## src/rtl/irrig_pkg.sv

```systemverilog
// Shared irrigation-controller definitions: edge-detection modes and the
// helper that decides whether a newly accepted level counts as an event.
package irrig_pkg;

  typedef enum logic [1:0] {
    EDGE_OFF  = 2'b00,
    EDGE_RISE = 2'b01,
    EDGE_FALL = 2'b10,
    EDGE_BOTH = 2'b11
  } edge_mode_e;

  localparam int DEFAULT_N_CH            = 4;
  localparam int DEFAULT_SYNC_STAGES     = 2;
  localparam int DEFAULT_DEBOUNCE_CYCLES = 4;

  // Bit 0 of the mode arms rising events, bit 1 arms falling events.
  function automatic logic edgeSelected(input logic [1:0] mode, input logic newLevel);
    return (newLevel & mode[0]) | (~newLevel & mode[1]);
  endfunction

endpackage

```

## src/rtl/level_to_pulse_array_if.sv

```systemverilog
// Bundle of the sensor-side levels/controls and the per-channel event outputs
// exchanged between the level-to-pulse array and its user.
interface level_to_pulse_array_if #(
  parameter int N_CH = 4
) ();

  logic [N_CH-1:0]   level_in;
  logic [2*N_CH-1:0] edge_mode;
  logic [N_CH-1:0]   clr;
  logic [N_CH-1:0]   level_db;
  logic [N_CH-1:0]   pulse;
  logic              pulse_any;
  logic [N_CH-1:0]   evt_flag;

  modport master (
    output level_in,
    output edge_mode,
    output clr,
    input  level_db,
    input  pulse,
    input  pulse_any,
    input  evt_flag
  );

  modport slave (
    input  level_in,
    input  edge_mode,
    input  clr,
    output level_db,
    output pulse,
    output pulse_any,
    output evt_flag
  );

endinterface

```

## src/rtl/lp_channel.sv

```systemverilog
// One sensor channel: synchroniser chain, debounce counter, edge-selected
// single-cycle pulse and a sticky event flag with explicit clear.
module lp_channel
  import irrig_pkg::*;
#(
  parameter int SYNC_STAGES     = 2,
  parameter int DEBOUNCE_CYCLES = 4
) (
  input  logic       clk,
  input  logic       rst,
  input  logic       level_i,
  input  logic [1:0] mode_i,
  input  logic       clr_i,
  output logic       level_o,
  output logic       pulse_o,
  output logic       flag_o
);

  localparam int              CNT_W    = $clog2(DEBOUNCE_CYCLES + 1);
  localparam logic [CNT_W-1:0] CNT_LAST = CNT_W'(DEBOUNCE_CYCLES - 1);

  logic [SYNC_STAGES-1:0] sync_q;
  logic                   level_q, level_d;
  logic [CNT_W-1:0]       cnt_q, cnt_d;
  logic                   pulse_q, pulse_d;
  logic                   flag_q, flag_d;
  logic                   syncLevel;
  logic                   accept;

  assign syncLevel = sync_q[SYNC_STAGES-1];

  // The counter measures how long the synchronised level has disagreed with
  // the accepted one; any agreement restarts it, so glitches never accept.
  always_comb begin
    level_d = level_q;
    cnt_d   = '0;
    accept  = 1'b0;
    if (syncLevel != level_q) begin
      if (cnt_q == CNT_LAST) begin
        accept  = 1'b1;
        level_d = syncLevel;
      end else begin
        cnt_d = cnt_q + 1'b1;
      end
    end
    pulse_d = accept & edgeSelected(mode_i, syncLevel);
    flag_d  = (flag_q & ~clr_i) | pulse_d;
  end

  always_ff @(posedge clk or posedge rst) begin
    if (rst) begin
      sync_q  <= '0;
      level_q <= 1'b0;
      cnt_q   <= '0;
      pulse_q <= 1'b0;
      flag_q  <= 1'b0;
    end else begin
      sync_q  <= {sync_q[SYNC_STAGES-2:0], level_i};
      level_q <= level_d;
      cnt_q   <= cnt_d;
      pulse_q <= pulse_d;
      flag_q  <= flag_d;
    end
  end

  assign level_o = level_q;
  assign pulse_o = pulse_q;
  assign flag_o  = flag_q;

endmodule

```

## src/rtl/level_to_pulse_array.sv

```systemverilog
// Multi-channel level-to-pulse converter between raw sensor pins and the
// irrigation control FSM; channels are independent apart from pulse_any.
module level_to_pulse_array #(
  parameter int N_CH            = 4,
  parameter int SYNC_STAGES     = 2,
  parameter int DEBOUNCE_CYCLES = 4
) (
  input logic                    clk,
  input logic                    rst,
  level_to_pulse_array_if.slave  bus
);

  logic [N_CH-1:0] levelVec;
  logic [N_CH-1:0] pulseVec;
  logic [N_CH-1:0] flagVec;

  for (genvar i = 0; i < N_CH; i++) begin : g_ch
    lp_channel #(
      .SYNC_STAGES     (SYNC_STAGES),
      .DEBOUNCE_CYCLES (DEBOUNCE_CYCLES)
    ) u_channel (
      .clk     (clk),
      .rst     (rst),
      .level_i (bus.level_in[i]),
      .mode_i  (bus.edge_mode[2*i +: 2]),
      .clr_i   (bus.clr[i]),
      .level_o (levelVec[i]),
      .pulse_o (pulseVec[i]),
      .flag_o  (flagVec[i])
    );
  end

  // pulse_any is a pure reduction of registered pulses, so it adds no latency.
  assign bus.level_db  = levelVec;
  assign bus.pulse     = pulseVec;
  assign bus.pulse_any = |pulseVec;
  assign bus.evt_flag  = flagVec;

endmodule

```

## src/flat_wrapper.sv

```systemverilog
// flat-port wrapper written by rule: the top's interface ports become plain ports
module level_to_pulse_array_flat 
#(
  parameter int N_CH            = 4,
  parameter int SYNC_STAGES     = 2,
  parameter int DEBOUNCE_CYCLES = 4
)
  (clk, rst, bus_level_in, bus_edge_mode, bus_clr, bus_level_db, bus_pulse, bus_pulse_any, bus_evt_flag);
  level_to_pulse_array_if #(.N_CH(N_CH)) bus_i ();
  input logic clk;
  input logic rst;
  input wire logic [$bits(bus_i.level_in)-1:0] bus_level_in;
  input wire logic [$bits(bus_i.edge_mode)-1:0] bus_edge_mode;
  input wire logic [$bits(bus_i.clr)-1:0] bus_clr;
  output wire logic [$bits(bus_i.level_db)-1:0] bus_level_db;
  output wire logic [$bits(bus_i.pulse)-1:0] bus_pulse;
  output wire logic [$bits(bus_i.pulse_any)-1:0] bus_pulse_any;
  output wire logic [$bits(bus_i.evt_flag)-1:0] bus_evt_flag;
  assign bus_i.level_in = bus_level_in;
  assign bus_i.edge_mode = bus_edge_mode;
  assign bus_i.clr = bus_clr;
  assign bus_level_db = bus_i.level_db;
  assign bus_pulse = bus_i.pulse;
  assign bus_pulse_any = bus_i.pulse_any;
  assign bus_evt_flag = bus_i.evt_flag;
  level_to_pulse_array #(.N_CH(N_CH), .SYNC_STAGES(SYNC_STAGES), .DEBOUNCE_CYCLES(DEBOUNCE_CYCLES)) u_core (.clk(clk), .rst(rst), .bus(bus_i));
endmodule
```

## config.mk

```make
export PLATFORM = sky130hd
export DESIGN_NAME = level_to_pulse_array_flat
export DESIGN_NICKNAME = d
export VERILOG_FILES = /design/src/rtl/irrig_pkg.sv /design/src/rtl/level_to_pulse_array_if.sv /design/src/rtl/lp_channel.sv /design/src/rtl/level_to_pulse_array.sv /design/src/flat_wrapper.sv
export SDC_FILE = /design/constraint.sdc
export NUM_CORES = 1
export LEC_CHECK = 0
export BUFFER_PORTS_ARGS = -buffer_cell sky130_fd_sc_hd__buf_2
export CAP_MARGIN = 0
export CORE_MARGIN = 2
export CORE_UTILIZATION = 42
export DETAILED_ROUTE_END_ITERATION = 12
export GPL_TIMING_DRIVEN = 0
export PLACE_DENSITY = 0.76
export SYNTH_ARGS = -nofsm -noshare
export SYNTH_HDL_FRONTEND = slang
export SYNTH_SLANG_ARGS = --single-unit
```

## constraint.sdc

```tcl
create_clock -name clk -period 1.6 [get_ports clk]
set_clock_uncertainty 0.05 [all_clocks]
set_input_delay 0.08 -clock clk [delete_from_list [all_inputs] [get_ports clk]]
set_output_delay 0.08 -clock clk [all_outputs]
set_load 0.005 [all_outputs]
```

# After elaboration in Yosys (flattened, before gate mapping)
# Cells that the tools add are included.
[totals]
ff_bits = 32
inputBits = 18
output_inout_bits = 13
elab_cells = 85
[classes]
addsub = 4
eq_ne = 8
mux = 16
n_bitwise = 32
reduce_logical = 5
[ops]
columns = ["op", "n"]
rows = [
  ["3-bit two-way mux", 8],
  ["1-bit AND", 16],
  ["3-bit by 1-bit adder with 3-bit output (second input constant)", 4],
  ["3-bit by 2-bit == test with 1-bit output (second input constant)", 4],
  ["1-bit two-way mux", 8],
  ["1-bit inverter", 8],
  ["1-bit OR", 8],
  ["2-bit AND reduction", 4],
  ["1-bit != test", 4],
  ["4-bit OR reduction", 1],
]

# Logic depth before layout (Yosys ltp)
# Gate-level depths: netlist of the first run.
[depth]
word_depth = 5
depth_mapped = 4
depth_no_buf = 4

# Modules after synthesis
# Synthesis of the first run repeated with hierarchy kept, for this count alone.
[unflattened]
hier_cells = 89
hier_area_um2 = 1228.7
[modules_own_cells]
columns = ["module", "n_inst", "cells_each", "area_each_um2", "seq_area_each_um2"]
rows = [
  ["lp_channel", 4, 22, 305.3, 200.2],
  ["level_to_pulse_array", 1, 1, 7.5, 0.0],
]

# Worst setup path before layout of the first run
# OpenSTA, ideal clock, no wires.
[synth_path]
kind = "flip-flop to flip-flop"
from = "reg u_core.g_ch[2].u_channel.cnt_q[0]"
to = "reg u_core.g_ch[2].u_channel.level_q"
setup_ns = 0.125
arrival_time_ns = 0.989
t_required_ns = 1.425
slack_ns = 0.436
stages_incl_launch_ff = 4
path_buffers = 0
synth_period_minus_slack_ns = 1.164
cell_sequence = "dfrtp_1 ha_1 nand2b_4 mux2_2"
[synth_between]
elab_chain_cells = 2
[synth_rtl]
columns = ["element", "line", "source"]
rows = [
  ["start: declaration", "lp_channel.sv:24", "logic [CNT_W-1:0] cnt_q, cnt_d;"],
  ["start signal: assignment", "lp_channel.sv:60", "cnt_q <= cnt_d;"],
  ["3-bit by 2-bit == test with 1-bit output", "lp_channel.sv:39", "if (cnt_q == CNT_LAST) begin"],
  ["2-bit AND reduction (no source line)", "n/a", ""],
  ["end signal: assignment", "lp_channel.sv:59", "level_q <= level_d;"],
  ["end: declaration", "lp_channel.sv:23", "logic level_q, level_d;"],
]
# Every way passes these cells.
# A chain may end at the register's enable or synchronous reset.

# Final worst setup path of the first run
[layout_path]
from = "reg u_core.g_ch[2].u_channel.cnt_q[0]"
to = "reg u_core.g_ch[2].u_channel.pulse_q"
[layout_between]
elab_chain_cells = 4
[layout_rtl]
columns = ["element", "line", "source"]
rows = [
  ["3-bit by 2-bit == test with 1-bit output", "lp_channel.sv:39", ""],
  ["1-bit two-way mux", "lp_channel.sv:39", ""],
  ["1-bit two-way mux", "lp_channel.sv:38", "if (syncLevel != level_q) begin"],
  ["1-bit AND", "lp_channel.sv:46", "pulse_d = accept & edgeSelected(mode_i, syncLevel);"],
  ["named net u_core.g_ch[2].u_channel.pulse_d", "lp_channel.sv:25", "logic pulse_q, pulse_d;"],
  ["end signal: assignment", "lp_channel.sv:61", "pulse_q <= pulse_d;"],
  ["end: declaration", "lp_channel.sv:25", ""],
]
# The timed path passes the listed nets, and every way through them passes these cells.

==> flow_metrics.tcl, run 1 <==
set metrics [dict create \
    number_of_nets_produced_by_synthesis 120 \
    fp-row-count 20 \
    final_min_period_over_clock_period_pct 95.5 \
    gp_congestion 0.611 \
    place.detailed.instances 161 \
    vias_per_cell 4.73 \
    final_net_count 167 \
    clock-root-buffer "sky130_fd_sc_hd__clkbuf_4" \
    die-height_um 59.8 \
    maximum_number_of_pins_on_one_net_before_global_route_repair 33 \
    timing.critical_path.from_type "flip-flop" \
    syn_area_per_cell_um2 13.4 \
    timing.final.max_slew_violations 0 \
    filler_cell_count 249 \
    antenna_cells 0 \
    p_sw_uw 608 \
    detail_route.first_pass.iterations 3 \
    final_routed_drc_violation_total 0 \
    synth_async_sr_flop_share_pct 100 \
    timing.critical_path.required_ps 1760 \
    setup_viol 0 \
    min_period_ps 1530 \
    final_antenna_net_count 0 \
    power.share.combinational_pct 26.4 \
    max_stage_delay_ps 560 \
    area_inside_the_core_boundary_mm2 0.00300 \
    number_of_global_route_vias_before_repair 856 \
    outcome "finished with violations" \
    gr-total-overflow 0 \
    antenna_found_initial 0 \
    detailedPlace.worstSlack_ps 356 \
    timing.final.hold_violations 32 \
    max-slew-margin-rel_pct 23.8 \
    ios 31 \
    clock_path_buffers 2 \
    insertion_delay_of_the_later_clocked_pin_in_the_worst_skew_pair_ps 330 \
    worst_pin_slew_ps 1140 \
    p_int_mw 1.67 \
    tritoncts_clock_tree "yes" \
    crit_slowest_cell "sky130_fd_sc_hd__dlygate4sd3_1" \
    syn_to_final_growth_pct 28.1 \
    power_switching_share_pct 26.7 \
    dominant_cell_by_count_in_the_synthesized_netlist "sky130_fd_sc_hd__dfrtp_1" \
    synthesis.yosys.warnings 0 \
    max_freq_ghz 0.655 \
    wire_per_inst_um 11.5 \
    synth_sequential_area_ratio_pct 61.2 \
    final_critical_path_setup_slack_ps 72.2 \
    grt_pass1_wl_mm 3.36 \
    path_cells "ha_1 > nand2b_4 > a21oi_2 > dlygate4sd3_1" \
    layout.core_utilization_pct 55.8 \
    rsz0062_at_grt "no" \
    cts_setup_buffers 0 \
    critical_path_peak_fanout 3 \
    clock_power_share_pct 25.7 \
    worstSetupPathType "flip-flop to flip-flop" \
    maxCapViolations 0 \
    synth_largest_type_area_fraction_pct 61.2 \
    yosys-top-cells-count "32 x sky130_fd_sc_hd__dfrtp_1, 12 x sky130_fd_sc_hd__buf_4, 6 x sky130_fd_sc_hd__inv_1, 6 x sky130_fd_sc_hd__nor3b_1, 5 x sky130_fd_sc_hd__nand3b_1" \
    crit_arrival_ps 1690 \
    synthCells 98 \
    drive_above_1_share_pct 39.7 \
    half_perimeter_wire_length_after_placement_mm 1.50 \
    htree_num_levels 2 \
    first_iter_violations 14 \
    finalHoldWorstSlack_ps -14.7 \
    post_layout_nonfiller_instances 179 \
    power.ir.vdd_worst_mv 0.852 \
    ys_types 19 \
    routed-via-count 847 \
    fp.dieArea_mm2 0.00358 \
    port_buffer_cells 30 \
    initial_utilization_pct 43.6 \
    synth_area_leaders "sky130_fd_sc_hd__dfrtp_1 61%, sky130_fd_sc_hd__buf_4 6.9%, sky130_fd_sc_hd__ha_1 3.8%" \
    min_path_type "input port to async pin" \
    netlist.top_cell.by_area "sky130_fd_sc_hd__dfrtp_1" \
    die_width_um 59.8 \
    p_leak_nw 0.881 \
    yosys_most_used_dff "sky130_fd_sc_hd__dfrtp_1" \
    clock_sinks 32 \
    power.sequential.fraction_pct 47.9 \
    worstRegToRegCells 4 \
    p_per_area_mw_per_mm2 1360 \
    synth.ff_latch_count 32 \
    cts-buffers-inserted 5 \
    violated_checks "hold timing" \
    cts.reportedPaths.clkPinSlew_ps 100 \
    cp-end-kind "flip-flop" \
    cell_area_synth_mm2 0.00131 \
    number_of_enable_flip_flop_cells_after_synthesis 0 \
    final.setup.tns_ps 0 \
    grt.total_usage_pct 13.1 \
    routed_wirelength_mm 2.05 \
]
through the flow:
step | power, mW | instance area, µm²
6_report | 2.27 | 1680
5_1_grt | 2.44 | 1680
4_1_cts | 2.32 | 1680
3_5_place_dp | 1.70 | 1500
3_3_place_gp | 1.65 | 1500
2_1_floorplan | 1.52 | 1310
power groups by stage:
stage / logic, mW / clock network [mW] / registers, mW
2_1_floorplan: 0.439 / 0 / 1.08
3_3_place_gp: 0.558 / 0 / 1.09
3_5_place_dp: 0.590 / 0 / 1.11
4_1_cts: 0.613 / 0.607 / 1.10
5_1_grt: 0.677 / 0.647 / 1.12
6_report: 0.601 / 0.584 / 1.09
layout by cell type, fill, tap and decap left out, drive strengths merged, types with 4 or more instances in the layout:
master,n
dlygate4sd3,10
nand3b,5
inv,6
nor2b,5
nor3,4
dfrtp,32
xnor2,4
nor3b,6
ha,4
clkbuf,6
buf,42
mux2,4
sequential cells by signal, indices dropped and copies added (netlist names):
| name | cells |
|---|---|
| u_core.g_ch.u_channel.cnt_q | 12 |
| u_core.g_ch.u_channel.flag_o | 4 |
| u_core.g_ch.u_channel.sync_q | 8 |
| u_core.g_ch.u_channel.pulse_o | 4 |
| u_core.g_ch.u_channel.level_o | 4 |
worst max-delay path: cells and delay by family (launching register included):
| family | cells | cell delay (ps) |
|---|---|---|
| adders and majority gates | 1 | 260 |
| buffers and inverters | 1 | 560 |
| DFF | 1 | 410 |
| and+or+nand+nor | 1 | 100 |
| AOI/OAI and AO/OA | 1 | 40 |
logic make-up after synthesis:
group	count (synthesis)	share of synthesized area, %
AND/OR/NAND/NOR	28	15.9
XOR/XNOR	4	2.68
adder cells (fa/ha/maj)	4	3.82
buffers and inverters	18	8.60
multiplexers	4	3.44
AO/OA/AOI/OAI	8	4.40
flip-flops	32	61.2
repair_timing:
item | CTS | global route
resized for setup | 0 | 0
hold buffers | 10 | 0
endpoints found under the hold margin | 9 | 0
per-layer routing:
metal	part of all wire (%)	vias up	GRT usage, %
met5	0	-	0
met1	42	410	14.1
met2	50	24	22.0
met4	1.8	0	5.71
li1	-	408	-
met3	5.9	5	5.84
final timing paths:
path                                                       to                               start  slack, ps
setup / recovery             u_core.g_ch[2].u_channel.pulse_o   u_core.g_ch[2].u_channel.cnt_q[0]         70
hold / removal             u_core.g_ch[0].u_channel.sync_q[0]                                 rst        -10
setup reg to reg             u_core.g_ch[2].u_channel.pulse_o   u_core.g_ch[2].u_channel.cnt_q[0]         70
hold reg to reg            u_core.g_ch[3].u_channel.sync_q[1]  u_core.g_ch[3].u_channel.sync_q[0]        310
max in group asynchronous     u_core.g_ch[3].u_channel.flag_o                                 rst        830
min in group clk              u_core.g_ch[3].u_channel.flag_o                    bus_edge_mode[7]         90
final cells by class:
type | instances | area [µm²] | share of cell area (%)
Buffer | 12 | 90.1 | 5.37
Timing Repair Buffer | 40 | 250 | 14.9
Multi-Input combinational cell | 48 | 395 | 23.6
Clock inverter | 2 | 35.0 | 2.09
Sequential cell | 32 | 801 | 47.8
Clock buffer | 6 | 41.3 | 2.46
Inverter | 6 | 22.5 | 1.34
Tap cell | 33 | 41.3 | 2.46
(Power assumes the default switching activity.)
==> run 2: changes to the inputs <==
--- a/config.mk
+++ b/config.mk
@@ -6,12 +6,11 @@
 export NUM_CORES = 1
 export LEC_CHECK = 0
 export BUFFER_PORTS_ARGS = -buffer_cell sky130_fd_sc_hd__buf_2
-export CAP_MARGIN = 0
 export CORE_MARGIN = 2
-export CORE_UTILIZATION = 42
+export CORE_UTILIZATION = 40
 export DETAILED_ROUTE_END_ITERATION = 12
 export GPL_TIMING_DRIVEN = 0
-export PLACE_DENSITY = 0.76
+export PLACE_DENSITY = 0.73
 export SYNTH_ARGS = -nofsm -noshare
 export SYNTH_HDL_FRONTEND = slang
 export SYNTH_SLANG_ARGS = --single-unit
==> flow_metrics.tcl, run 2 (synthesis gave the netlist of run 1 again) <==
set metrics [dict create \
    crit_slowest_cell "sky130_fd_sc_hd__dlygate4sd3_1" \
    cts_setup_buffers 0 \
    final_min_period_over_clock_period_pct 93.9 \
    first_iter_violations 4 \
    drive_above_1_share_pct 40.1 \
    gr-total-overflow 0 \
    ios 31 \
    clock-root-buffer "sky130_fd_sc_hd__clkbuf_4" \
    layout.cells.most_common_list "32 x sky130_fd_sc_hd__dfrtp_1, 30 x sky130_fd_sc_hd__buf_2, 12 x sky130_fd_sc_hd__buf_4" \
    worstSetupStartpoint "u_core.g_ch[2].u_channel.cnt_q[0]" \
    gp_congestion 0.676 \
    die-height_um 61.2 \
    final_routed_drc_violation_total 0 \
    grt.total_usage_pct 14.2 \
    final_net_count 169 \
    insertion_delay_of_the_later_clocked_pin_in_the_worst_skew_pair_ps 320 \
    cpLargestDelayFamily "buffers and inverters" \
    crit-reg2reg-capture "u_core.g_ch[2].u_channel.pulse_o" \
    r2r_start "u_core.g_ch[2].u_channel.cnt_q[0]" \
    cts-buffers-inserted 5 \
    tritoncts_clock_tree "yes" \
    instance_count_along_the_most_critical_hold_path 4 \
    setup_viol 0 \
    vias_per_cell 4.38 \
    worst-path-stages 4 \
    syn_to_final_growth_pct 31.2 \
    worstRegToRegCells 4 \
    die_width_um 61.2 \
    reg.largest.list "u_core.g_ch.u_channel.cnt_q x12, u_core.g_ch.u_channel.sync_q x8" \
    globalRoute.busiestLayer "met2" \
    max-slew-margin-rel_pct 60.0 \
    worst_pin_slew_ps 599 \
    cts.reportedPaths.clkPinSlew_ps 90 \
    critical_path_peak_fanout 3 \
    grt_pass1_wl_mm 3.72 \
    groute.layer.met1.usage_pct 16.6 \
    half_perimeter_wire_length_after_placement_mm 1.54 \
    p_per_area_mw_per_mm2 1280 \
    outcome "finished, final reports clean" \
    max_stage_delay_ps 550 \
    finalHoldWorstSlack_ps 95.4 \
    port_buffer_cells 30 \
    htree_num_levels 2 \
    initial_utilization_pct 42.5 \
    largest_reg_flops 12 \
    area_inside_the_core_boundary_mm2 0.00308 \
    fp-row-count 20 \
    timing.final.hold_violations 0 \
    cp-end-kind "flip-flop" \
    routed_wirelength_mm 2.14 \
    final_antenna_net_count 0 \
    timing.critical_path.required_ps 1760 \
    max_freq_ghz 0.666 \
    wire_per_inst_um 11.2 \
    rrSetupSlack_ps 100 \
    fp.dieArea_mm2 0.00375 \
    antenna_found_initial 0 \
    p_leak_nw 0.893 \
    placedInstanceArea_mm2 0.00151 \
    final.setup.tns_ps 0 \
    maxCapViolations 0 \
    grt_use_met3_pct 4.41 \
    rsz0062_at_grt "no" \
    power.ir.vdd_worst_mv 0.719 \
    clock_path_buffers 2 \
    min_path_type "input port to flip-flop" \
    crit_arrival_ps 1660 \
    number_of_global_route_vias_before_repair 867 \
    cp-endpoint "u_core.g_ch[2].u_channel.pulse_o" \
    final_design_area_no_fill_mm2 0.00172 \
    final_common_cell "sky130_fd_sc_hd__dfrtp_1" \
    path_cells "ha_1 > nand2b_4 > a21oi_2 > dlygate4sd3_1" \
    timing.critical_path.from_type "flip-flop" \
    min_period_ps 1500 \
    maximum_number_of_pins_on_one_net_before_global_route_repair 33 \
    routed-via-count 837 \
    clock_sinks 32 \
    largest-register "u_core.g_ch.u_channel.cnt_q" \
    worstSetupPathType "flip-flop to flip-flop" \
    worstPathBufferInverterCount 1 \
    antenna_cells 0 \
    timing.final.max_slew_violations 0 \
    grt.met2_usage_pct 22.9 \
    detail_route.first_pass.iterations 3 \
]
## run 2: changes by cell type in the layout (fill, tap and decap cells not counted)
| cell | delta |
|---|---|
| sky130_fd_sc_hd__bufinv_16 | -1 |
| sky130_fd_sc_hd__dlygate4sd3_1 | +1 |
| sky130_fd_sc_hd__clkbuf_8 | +2 |
| sky130_fd_sc_hd__buf_16 | +1 |
| sky130_fd_sc_hd__clkbuf_1 | -1 |
| sky130_fd_sc_hd__clkinv_2 | -1 |
## run 2: routing by layer
layer  wire [µm]  vias up
li1            -      412
met1         889      391
met2        1070       27
met3         120        7
met4          59        0
met5           0        -
## run 2: worst min path at each step
stage	slack (ps)	end	startpoint
3_5_place_dp	140	u_core.g_ch[0].u_channel.sync_q[0]	bus_level_in[0]
4_1_cts	30	u_core.g_ch[3].u_channel.level_o	rst
2_1_floorplan	60	u_core.g_ch[0].u_channel.sync_q[0]	bus_level_in[0]
5_1_grt	100	u_core.g_ch[3].u_channel.flag_o	bus_edge_mode[7]
6_report	100	u_core.g_ch[3].u_channel.flag_o	bus_edge_mode[7]
3_3_place_gp	140	u_core.g_ch[3].u_channel.sync_q[0]	bus_level_in[3]
## run 2: layout make-up
class,instances,area [µm²]
fill,264,1360
sequential,32,801
multi-input combinational,48,395
timing repair buffer,42,288
buffer,12,90.1
clock buffer,7,65.1
tap,44,55.1
inverter,6,22.5
## run 2: stage by stage
step / util (%) / instances / total power, mW / setup WS, ps
6_report: 55.8 / 191 / 2.19 / 98.3
5_1_grt: 55.8 / 191 / 2.37 / 16.7
4_1_cts: 54.6 / 189 / 2.23 / 74.4
3_5_place_dp: 49.2 / 172 / 1.70 / 355
3_3_place_gp: 49.2 / 172 / 1.65 / 409
2_1_floorplan: - / 98 / 1.52 / 436
## run 2: where the power goes
part	switching, mW	leakage (nW)	internal (mW)
sequential	0.122	0.411	0.968
combinational	0.230	0.445	0.379
clock	0.243	0.0374	0.249
## run 2: repair_timing
| action | CTS | global route |
|---|---|---|
| gates resized for setup | 0 | 0 |
| hold buffers | 10 | 1 |
| hold endpoints to repair | 9 | 13 |
## run 2: worst register-to-register path, cell delays in order, from the launching register on
cell,delay [ps]
sky130_fd_sc_hd__dfrtp_1,390
sky130_fd_sc_hd__ha_1,250
sky130_fd_sc_hd__nand2b_4,100
sky130_fd_sc_hd__a21oi_2,40
sky130_fd_sc_hd__dlygate4sd3_1,550
==> run 3: changes to the inputs <==
--- a/config.mk
+++ b/config.mk
@@ -5,6 +5,7 @@
 export SDC_FILE = /design/constraint.sdc
 export NUM_CORES = 1
 export LEC_CHECK = 0
+export ABC_AREA = 1
 export BUFFER_PORTS_ARGS = -buffer_cell sky130_fd_sc_hd__buf_2
 export CORE_MARGIN = 2
 export CORE_UTILIZATION = 40
==> flow_metrics.tcl, run 3 <==
set metrics [dict create \
    total_power_mw 2.07 \
    ys_types 13 \
    largest-register "u_core.g_ch.u_channel.cnt_q" \
    antenna_cells 0 \
    p_leak_nw 1.02 \
    synth_largest_type_area_fraction_pct 58.1 \
    htree_num_levels 2 \
    grt_pass1_wl_mm 3.66 \
    area_inside_the_core_boundary_mm2 0.00331 \
    timing.final.hold_violations 32 \
    wire_per_inst_um 8.18 \
    vias_per_cell 4.08 \
    fp-row-count 21 \
    timing.critical_path.from_type "flip-flop" \
    crit_slowest_cell "sky130_fd_sc_hd__dfrtp_1" \
    worstSetupPathType "flip-flop to primary output" \
    antenna_found_initial 0 \
    maxCapViolations 0 \
    final.setup.tns_ps 0 \
    gp_congestion 0.737 \
    half_perimeter_wire_length_after_placement_mm 1.41 \
    final_net_count 217 \
    r2r_start "u_core.g_ch[0].u_channel.cnt_q[0]" \
    finalHoldWorstSlack_ps -17.4 \
    final_routed_drc_violation_total 0 \
    critical_path_peak_fanout 4 \
    cell_area_synth_mm2 0.00138 \
    layout.cells.most_common_list "37 x sky130_fd_sc_hd__nand2_1, 32 x sky130_fd_sc_hd__dfrtp_1, 30 x sky130_fd_sc_hd__buf_2" \
    cp-end-kind "primary output" \
    insertion_delay_of_the_later_clocked_pin_in_the_worst_skew_pair_ps 330 \
    max-slew-margin-rel_pct 23.0 \
    reg.largest.list "u_core.g_ch.u_channel.cnt_q x12, u_core.g_ch.u_channel.sync_q x8" \
    layout.core_utilization_pct 51.7 \
    clock_sinks 32 \
    syn_to_final_growth_pct 24.2 \
    rsz0062_at_grt "no" \
    timing.final.max_slew_violations 0 \
    ctsHoldBuffers 8 \
    final_min_period_over_clock_period_pct 71.3 \
    number_of_global_route_vias_before_repair 930 \
    setup_viol 0 \
    cts-buffers-inserted 5 \
    number_of_nets_produced_by_synthesis 172 \
    fp.dieArea_mm2 0.00393 \
    min_period_ps 1140 \
    die-height_um 62.7 \
    routed-via-count 983 \
    tritoncts_clock_tree "yes" \
    worstPathBufferInverterCount 2 \
    syn_area_per_cell_um2 9.19 \
    timing.critical_path.required_ps 1470 \
    crit_arrival_ps 1010 \
    max_stage_delay_ps 420 \
    drive_above_1_share_pct 34.9 \
    dominant_cell_by_count_in_the_synthesized_netlist "sky130_fd_sc_hd__nand2_1" \
    routed_wirelength_mm 1.97 \
    yosys_most_used_dff "sky130_fd_sc_hd__dfrtp_1" \
    p_per_area_mw_per_mm2 1210 \
    synth_area_leaders "sky130_fd_sc_hd__dfrtp_1 58%, sky130_fd_sc_hd__nand2_1 10%, sky130_fd_sc_hd__buf_4 6.5%" \
    synth_sequential_area_ratio_pct 58.1 \
    synthesis.yosys.warnings 0 \
    synth.ff_latch_count 32 \
    cts.reportedPaths.clkPinSlew_ps 100 \
    detail_route.first_pass.iterations 4 \
    final_antenna_net_count 0 \
    die_width_um 62.7 \
    synthCells 150 \
    power.ir.vdd_worst_mv 0.540 \
    number_of_enable_flip_flop_cells_after_synthesis 0 \
    violated_checks "hold timing" \
    final_common_cell "sky130_fd_sc_hd__nand2_1" \
    worstSetupStartpoint "u_core.g_ch[3].u_channel.level_o" \
    maximum_number_of_pins_on_one_net_before_global_route_repair 33 \
    outcome "finished with violations" \
    gr-total-overflow 0 \
    min_path_type "input port to async pin" \
    cts_setup_buffers 0 \
    cts-resized-gates 0 \
    yosys-top-cells-count "37 x sky130_fd_sc_hd__nand2_1, 32 x sky130_fd_sc_hd__dfrtp_1, 24 x sky130_fd_sc_hd__inv_1, 12 x sky130_fd_sc_hd__buf_4, 9 x sky130_fd_sc_hd__nor2_1" \
    largest_reg_flops 12 \
    netlist.top_cell.by_area "sky130_fd_sc_hd__dfrtp_1" \
    port_buffer_cells 30 \
    worst_pin_slew_ps 1150 \
    max_freq_ghz 0.877 \
    clock-root-buffer "sky130_fd_sc_hd__clkbuf_4" \
    first_iter_violations 51 \
    path_cells "buf_4 > buf_2" \
    initial_utilization_pct 41.6 \
    ios 31 \
    synth_async_sr_flop_share_pct 100 \
    cpLargestDelayFamily "flip-flops" \
    grt.total_usage_pct 12.4 \
    clock_path_buffers 2 \
]
run 3: routing by layer:
layer  up-vias  routed length, µm  global-route usage (%)
li1        519                  -                       -
met1       432                898                    13.4
met2        26                899                    19.9
met3         6                133                    4.50
met4         0                 40                    9.17
met5         -                  0                       0
run 3: report_power, final:
part	leakage, nW	internal, mW	switching, mW
registers	0.415	0.954	0.0966
logic	0.577	0.295	0.299
clock network	0.0281	0.161	0.262
run 3: cells by family (layout without fill, tap and decap cells):
group	Yosys count	count (layout)	share of synthesized area [%]
compound gates	4	4	1.45
simple gates	68	68	22.1
fa+ha+maj	4	4	3.63
flops	32	32	58.1
buf+inv	42	87	14.7
run 3: area by class of cell:
cell class / count / area, µm²
clock buffers: 6 / 41.3
well taps: 46 / 57.6
fillers: 329 / 1600
clock inverters: 1 / 5.00
flip-flops and latches: 32 / 801
repair buffers: 38 / 230
inverters: 30 / 113
multi-input cells: 76 / 375
plain buffers: 12 / 90.1
run 3: path summary, 6_finish.rpt:
path	to	slack, ps	cells after the start
max	bus_level_db[3]	460	2
min	u_core.g_ch[3].u_channel.pulse_o	-20	2
max reg2reg	u_core.g_ch[0].u_channel.cnt_q[0]	540	6
min reg2reg	u_core.g_ch[0].u_channel.sync_q[1]	300	0
max in group asynchronous	u_core.g_ch[0].u_channel.flag_o	830	2
min in group clk	u_core.g_ch[3].u_channel.pulse_o	30	5
run 3: metrics by stage:
step,hold slack [ps],worst slack (ps),std cells,area (µm²)
after floorplan,61.4,631,150,1380
after global routing,26.2,374,241,1710
final,-17.4,460,241,1710
after global placement,138,354,226,1590
after detailed placement,139,327,226,1590
after CTS,20.1,446,241,1710
